[config.mk]
export PLATFORM = sky130hd
export DESIGN_NAME = alu_sequencer
export DESIGN_NICKNAME = d
export VERILOG_FILES = /design/src/rtl/alu_sequencer.sv
export SDC_FILE = /design/constraint.sdc
export NUM_CORES = 1
export LEC_CHECK = 0
export BUFFER_PORTS_ARGS = -buffer_cell sky130_fd_sc_hd__buf_2
export CAP_MARGIN = 30
export CORE_ASPECT_RATIO = 0.6
export CORE_MARGIN = 1
export CORE_UTILIZATION = 50
export DETAILED_ROUTE_END_ITERATION = 10
export GPL_TIMING_DRIVEN = 0
export PLACE_DENSITY = 0.83
export SETUP_SLACK_MARGIN = 0.4
export SLEW_MARGIN = 20
export SYNTH_ARGS = -nofsm -noshare
export SYNTH_HDL_FRONTEND = slang
export SYNTH_SLANG_ARGS = --single-unit
[constraint.sdc]
create_clock -name clk -period 2.8 [get_ports clk]
set_input_delay 0 -clock clk [delete_from_list [all_inputs] [get_ports clk]]
set_output_delay 0 -clock clk [all_outputs]
set_load 0.01 [all_outputs]
[src/rtl/alu_sequencer.sv]
// Two-cycle (FETCH/EXEC) control unit that drives an external 8-bit ALU.
// It executes ALU ops, load-immediate, conditional branch and halt out of a byte-wide program ROM.
`timescale 1ns/1ps

module alu_sequencer #(
    parameter logic [7:0] START_PC = 8'h00
) (
    input  logic       clk,
    input  logic       rst_n,
    input  logic       start,
    output logic [7:0] imem_addr,
    input  logic [7:0] imem_data,
    output logic [1:0] ins_sel,
    output logic [7:0] alu_a,
    output logic [7:0] alu_b,
    input  logic [7:0] alu_result,
    input  logic       alu_co,
    input  logic       alu_z,
    output logic       busy,
    output logic       halted,
    output logic       c_flag,
    output logic       z_flag,
    input  logic [1:0] dbg_sel,
    output logic [7:0] dbg_data
);

    typedef enum logic [1:0] {
        S_IDLE,
        S_FETCH,
        S_EXEC,
        S_HALT
    } state_t;

    state_t     r_state;
    state_t     w_stateNext;
    logic [7:0] r_pc;
    logic [7:0] w_pcNext;
    logic [7:0] r_ir;
    logic [7:0] w_irNext;
    logic [7:0] r_regs [4];
    logic       r_c;
    logic       r_z;
    logic       w_regWe;
    logic [1:0] w_regIdx;
    logic [7:0] w_regData;
    logic       w_flagWe;
    logic       w_brTaken;

    // The ALU is fed straight from ir in every state, so its inputs are stable throughout EXEC.
    assign imem_addr = r_pc;
    assign ins_sel   = r_ir[5:4];
    assign alu_a     = r_regs[r_ir[3:2]];
    assign alu_b     = r_regs[r_ir[1:0]];
    assign busy      = (r_state == S_FETCH) || (r_state == S_EXEC);
    assign halted    = (r_state == S_HALT);
    assign c_flag    = r_c;
    assign z_flag    = r_z;
    assign dbg_data  = r_regs[dbg_sel];

    always_comb begin
        w_brTaken = 1'b0;
        case (r_ir[5:4])
            2'b00: w_brTaken = 1'b1;
            2'b01: w_brTaken = r_z;
            2'b10: w_brTaken = r_c;
            2'b11: w_brTaken = !r_z;
            default: w_brTaken = 1'b0;
        endcase
    end

    always_comb begin
        w_stateNext = r_state;
        w_pcNext    = r_pc;
        w_irNext    = r_ir;
        w_regWe     = 1'b0;
        w_regIdx    = r_ir[3:2];
        w_regData   = alu_result;
        w_flagWe    = 1'b0;
        case (r_state)
            S_IDLE, S_HALT: begin
                if (start) begin
                    w_pcNext    = START_PC;
                    w_stateNext = S_FETCH;
                end
            end
            S_FETCH: begin
                w_irNext    = imem_data;
                w_pcNext    = r_pc + 8'd1;
                w_stateNext = S_EXEC;
            end
            S_EXEC: begin
                w_stateNext = S_FETCH;
                case (r_ir[7:6])
                    2'b00: begin
                        w_regWe  = 1'b1;
                        w_flagWe = 1'b1;
                    end
                    2'b01: begin
                        w_regWe   = 1'b1;
                        w_regIdx  = r_ir[5:4];
                        w_regData = imem_data;
                        w_pcNext  = r_pc + 8'd1;
                    end
                    2'b10: begin
                        w_pcNext = w_brTaken ? imem_data : r_pc + 8'd1;
                    end
                    default: begin
                        if (r_ir[5]) begin
                            w_stateNext = S_HALT;
                        end
                    end
                endcase
            end
            default: w_stateNext = S_IDLE;
        endcase
    end

    always_ff @(posedge clk or negedge rst_n) begin
        if (!rst_n) begin
            r_state <= S_IDLE;
            r_pc    <= START_PC;
            r_ir    <= 8'h00;
            r_c     <= 1'b0;
            r_z     <= 1'b0;
            for (int i = 0; i < 4; i++) begin
                r_regs[i] <= 8'h00;
            end
        end else begin
            r_state <= w_stateNext;
            r_pc    <= w_pcNext;
            r_ir    <= w_irNext;
            if (w_regWe) begin
                r_regs[w_regIdx] <= w_regData;
            end
            if (w_flagWe) begin
                r_c <= alu_co;
                r_z <= alu_z;
            end
        end
    end

endmodule

Word level (Yosys, flattened, before mapping)
Cells that the tools add are included.
- $add $sub $neg: 1
- $lt $le $gt $ge: 5
- equal/unequal tests: 10
- muxes and demuxes: 29
- bitwise operators: 4
- reductions and logical operators: 10
- operator list (operator ; number):
    two-way mux 8 bit ; 11
    binary-select mux 8 bit (select 2 bit) ; 3
    bitwise mux 32 bit ; 1
    case mux 8 bit (3 select lines) ; 1
    demux 8 bit (select 2 bit) ; 1
    case mux 8 bit (2 select lines) ; 1
    greater-or-equal comparator 3 bit (second input constant) ; 4
    NOT 2 -> 3 bit ; 4
    equality test 2 bit (second input constant) ; 5
    two-way mux 2 bit ; 5
    adder 8 x 1 -> 8 bit (second input constant) ; 1
    equality test 2 x 1 -> 1 bit (second input constant) ; 3
    zero test 2 bit ; 3
    case mux 2 bit (3 select lines) ; 1
    two-way mux 1 bit ; 4
    case mux 1 bit (4 select lines) ; 1
    OR reduction 2 bit ; 2
    < comparator 3 x 1 -> 1 bit (second input constant) ; 1
    != test 3 x 1 -> 1 bit (second input constant) ; 1
    OR reduction 3 bit ; 1
    != test 2 bit (second input constant) ; 1
    AND reduction 2 bit ; 1
    logical AND 1 bit ; 1
    zero test 1 bit ; 1
    logical OR 1 bit ; 1
- bits in registers: 52
- bits of input ports: 23

Logic depth before layout (Yosys ltp)
- depth in word-level cells: 9
- depth in mapped cells: 7

Worst setup path after synthesis
Ideal clock, no wire load.
- path type: flip-flop to flip-flop
- start: reg r_z, in the netlist z_flag
- end: reg r_pc[3], in the netlist imem_addr[3]
- arrival: 1.508 ns
- setup slack: 1.166 ns
- cell stages (with the launch flop): 6
- path buffers: 0
- cell sequence: dfrtp_1 > nand2b_1 > or2_4 > nand3_4 > mux2_4 > a221o_1
- longest elaborated chain between the ends: 5
- ends and longest elaborated chain (item ; line ; source):
    start: declaration ; 42 ; logic r_z;
    start signal: assignment ; 137 ; r_z <= alu_z;
    zero test 1 bit ; 66 ; 2'b11: w_brTaken = !r_z;
    case mux 1 bit (4 select lines) (*) ; 62 ; case (r_ir[5:4])
    two-way mux 8 bit (*) ; 105 ; w_pcNext = w_brTaken ? imem_data : r_pc + 8'd1;
    case mux 8 bit (2 select lines) (*) ; 93 ; case (r_ir[7:6])
    case mux 8 bit (3 select lines) (*) ; 79 ; case (r_state)
    end signal: assignment ; 130 ; r_pc <= w_pcNext;
    end: declaration ; 36 ; logic [7:0] r_pc;
Mark *: on every way between the ends. The rest lies on a longest branch, timed or not.
A chain may end at the register's enable or synchronous reset.

Worst setup path after layout
- start: reg r_state[0]
- end: reg r_regs[15] in the netlist's numbering
- longest elaborated chain between the ends: 8
- elaborated cells between the ends (all ways): 11
- those cells by class: 2 x order compare; 1 x eq/ne; 6 x mux; 1 x bitwise; 1 x reduce/logical
- ends and longest elaborated chain (item ; line ; source):
    start: declaration ; 34 ; state_t r_state;
    start signal: assignment ; 129 ; r_state <= w_stateNext;
    equality test 2 bit (*) ; 79 ;
    two-way mux 2 bit ; 79 ;
    NOT 2 -> 3 bit (not written as such) ; 133 ; r_regs[w_regIdx] <= w_regData;
    greater-or-equal comparator 3 bit (not written as such) / < comparator 3 x 1 -> 1 bit (equally long branches) ; 133 ;
    logical AND 1 bit (not written as such) ; 133 ;
    two-way mux 8 bit (not written as such) ; 133 ;
    demux 8 bit (select 2 bit) ; 133 ;
    bitwise mux 32 bit ; 133 ;
    end signal: indexed assignment ; 133 ;
    end: declaration ; 40 ; logic [7:0] r_regs [4];
Marked as above.

==> results.yml <==
yosys:
  syn_area_um2: 2990
  synthDistinctLibCells: 41
  syn_area_per_cell_um2: 11.5
  yosys_most_used_dff: "dfrtp_1"
  synth_edf_count: 0
  synth_commonest_cells: "52 x dfrtp_1, 33 x o21ai_0, 31 x nand2_1"
  synthTopCellsByArea: "dfrtp_1 43%, mux4_2 18%, o21ai_0 5.5%"
  synth_top_area_share_pct: 43.5
  synthCells: 260
  synth.largest_area_cell: "dfrtp_1"
  synth-seq-cells: 52
  synth-seq-area-share_pct: 43.5
  synth_warnings: 0
  ys_async_sr_fraction_pct: 100
  syn_nets: 288
  yosysMostFrequentCell: "dfrtp_1"
clock_network:
  worstSkewPairLatency_ps: 310
  path_clk_slew_ps: 100
  cts_made_buffers: 5
  clock_path_buffers: 2
  clock-sinks: 52
  clockRootBuffer: "clkbuf_8"
  postCtsResizedCells: 0
  cts_tree: "built"
  htreeDepth: 2
floorplanning:
  die_x_um: 102
  core_area_um2: 5680
  die_area_um2: 6310
  fp.dieH_um: 61.9
  fp-row-count: 21
  start_util_pct: 52.8
  ios: 61
sta:
  slew_viol_final: 0
  timing.slew.headroom_pct: 56.4
  setup_viol: 0
  min_period_over_period_pct: 72.2
  finalClockSkew_ps: 8.77
  finalHoldViolations: 0
  worstMarginPinSlew_ps: 655
  fin_tns_setup_ps: 0
  setup_ws_ps: 779
  rsz0062_at_grt: "no"
  fin_crit_ps: 2020
  whs_ps: 80.7
  fmax_mhz: 495
critical_path:
  rr_worst_depth: 6
  crit_type: "flip-flop to flip-flop"
  slowest_delay_ps: 450
  arrival_ps: 2200
  slowest_stage: "mux2i_1"
  cp.required_ps: 2980
  end_kind: "flip-flop"
  startpoint_type: "flip-flop"
  crit_buf_inv: 1
  worstPathCellList: "inv_1 -> ha_1 -> and2b_1 -> nand2_2 -> mux2i_1 -> o21ai_0"
  cp.depth: 6
  crit_fanout: 8
  cp_top_family: "simple AND/OR/NAND/NOR gates"
worst_hold_path:
  holdPathStages: 3
  hold_path.class: "primary input to flip-flop"
power_and_ir_drop:
  switching_share_pct: 42.3
  p_int_mw: 2.34
  cellLeakagePower_nw: 1.64
  p_switching_mw: 1.71
  pwr-share-seq_pct: 35.1
  pwr_density_cell_nw_per_um2: 1120
  vdd_drop_max_mv: 0.485
  p_clk_share_pct: 11.3
  p_comb_share_pct: 53.6
grt:
  grt_start_max_net_pins: 53
  antenna_found_initial: 0
  grt_pass1_wl_um: 12200
  gr-total-overflow: 0
  grt_usage_pct: 26.7
  grt_pass1_vias: 2285
route:
  drc: 0
  drt_first_pass_iters: 4
  drt_iter0_markers: 263
  final_antenna_net_count: 0
  dr_total_vias: 2481
  wl_um: 7730
  avgRoutedWirePerCell_um: 18.5
  vias_per_cell: 5.94
placement:
  place_area_um2: 3390
  place_congestion: 0.891
  pre_cts_slack_ps: 854
  io_buffers: 58
  hpwl_um: 5460
cells_and_area:
  areaGrowthSynthToFinish_pct: 20.2
  fin_area_um2: 3600
  drive_above_1_share_pct: 35.2
  n_antenna_cell: 0
  fin_util_pct: 63.4
  layout.nets: 365
run_status:
  status: "complete, no violations"
flow_run:
  max-cap-violations: 0
-- what timing repair did --
action / in CTS / in global routing
buffers inserted: 0 / 0
hold buffers: 12 / 0
endpoints found under the hold margin: 66 / 0
-- cell families after synthesis --
kind of cell	Yosys count	synth area share, %
buffers and inverters	19	3.22
adders and majority gates	5	2.09
AOI/OAI and AO/OA	59	11.4
xor gates and xnor gates	6	1.76
muxes	43	25.1
and+or+nand+nor	76	13.0
DFF	52	43.5
-- cells in the final DEF, fill, tap and decap left out, drive strengths merged --
cell type	Yosys	layout
nor3	1	1
mux4	24	24
o221ai	1	1
and2b	2	2
nand4	2	2
nand3	6	6
clkbuf	1	6
clkinv	0	2
mux2	11	11
a32o	1	1
xnor2	4	4
mux2i	8	8
nand2b	4	4
a41oi	1	1
a32oi	4	4
nor2	14	14
and4	1	1
xor2	2	2
and3	4	4
and2	2	2
o21ai	35	35
nand3b	1	1
or3	1	1
a21oi	13	13
nor3b	5	5
a221o	2	2
inv	4	5
or2	1	1
buf	14	72
dlygate4sd3	0	12
dfrtp	52	52
ha	5	5
nand2	32	32
a22oi	2	2
-- through the flow --
stage / instances / power (mW)
5_1_grt: 418 / 4.36
6_report: 418 / 4.05
4_1_cts: 418 / 4.03
2_1_floorplan: 260 / 2.85
3_3_place_gp: 398 / 3.45
3_5_place_dp: 398 / 3.55
-- worst min-delay path, cell delays in order --
cell and delay [ps]:
buf_2 90, mux2i_1 110, o21ai_0 170
-- layer usage --
| layer | vias to the layer above | track usage, % | wire length, um |
|---|---|---|---|
| li1 | 1123 | - | - |
| met1 | 1219 | 40.1 | 3650 |
| met2 | 128 | 40.9 | 3460 |
| met3 | 11 | 3.80 | 508 |
| met4 | 0 | 7.76 | 122 |
| met5 | - | 0 | 0 |
-- flip-flops by register name (all words and copies together), names as in the netlist --
| signal | flops |
|---|---|
| r_regs | 32 |
| r_ir | 8 |
| z_flag | 1 |
| r_state | 2 |
| c_flag | 1 |
| imem_addr | 8 |
-- final cells by class --
type,instances,area [um2]
Buffer,15,81.3
Clock buffer,5,68.8
Clock inverter,3,22.5
Fill cell,453,2080
Inverter,4,15.0
Multi-Input combinational cell,189,1600
Sequential cell,52,1300
Tap cell,80,100
Timing Repair Buffer,70,413
-- final timing paths --
| kind | startpoint | endpoint | slack [ps] |
|---|---|---|---|
| worst max-delay path | r_state[0] | r_regs[15] | 780 |
| worst min-delay path | alu_result[0] | r_regs[24] | 80 |
| worst max register to register | r_state[0] | r_regs[15] | 780 |
| worst min register to register | r_regs[29] | r_regs[29] | 540 |
| max in group asynchronous | rst_n | c_flag | 2110 |
| min in group asynchronous | rst_n | imem_addr[2] | 250 |
-- power groups by stage --
stage               combinational, mW  sequential (mW)  clock [mW]
finish                           2.17             1.42       0.457
global route                     2.40             1.48       0.490
CTS                              2.16             1.41       0.459
detailed placement               2.14             1.42           0
global placement                 2.07             1.38           0
floorplan                        1.52             1.33           0
Note: power is estimated with default switching activity, not from simulation.
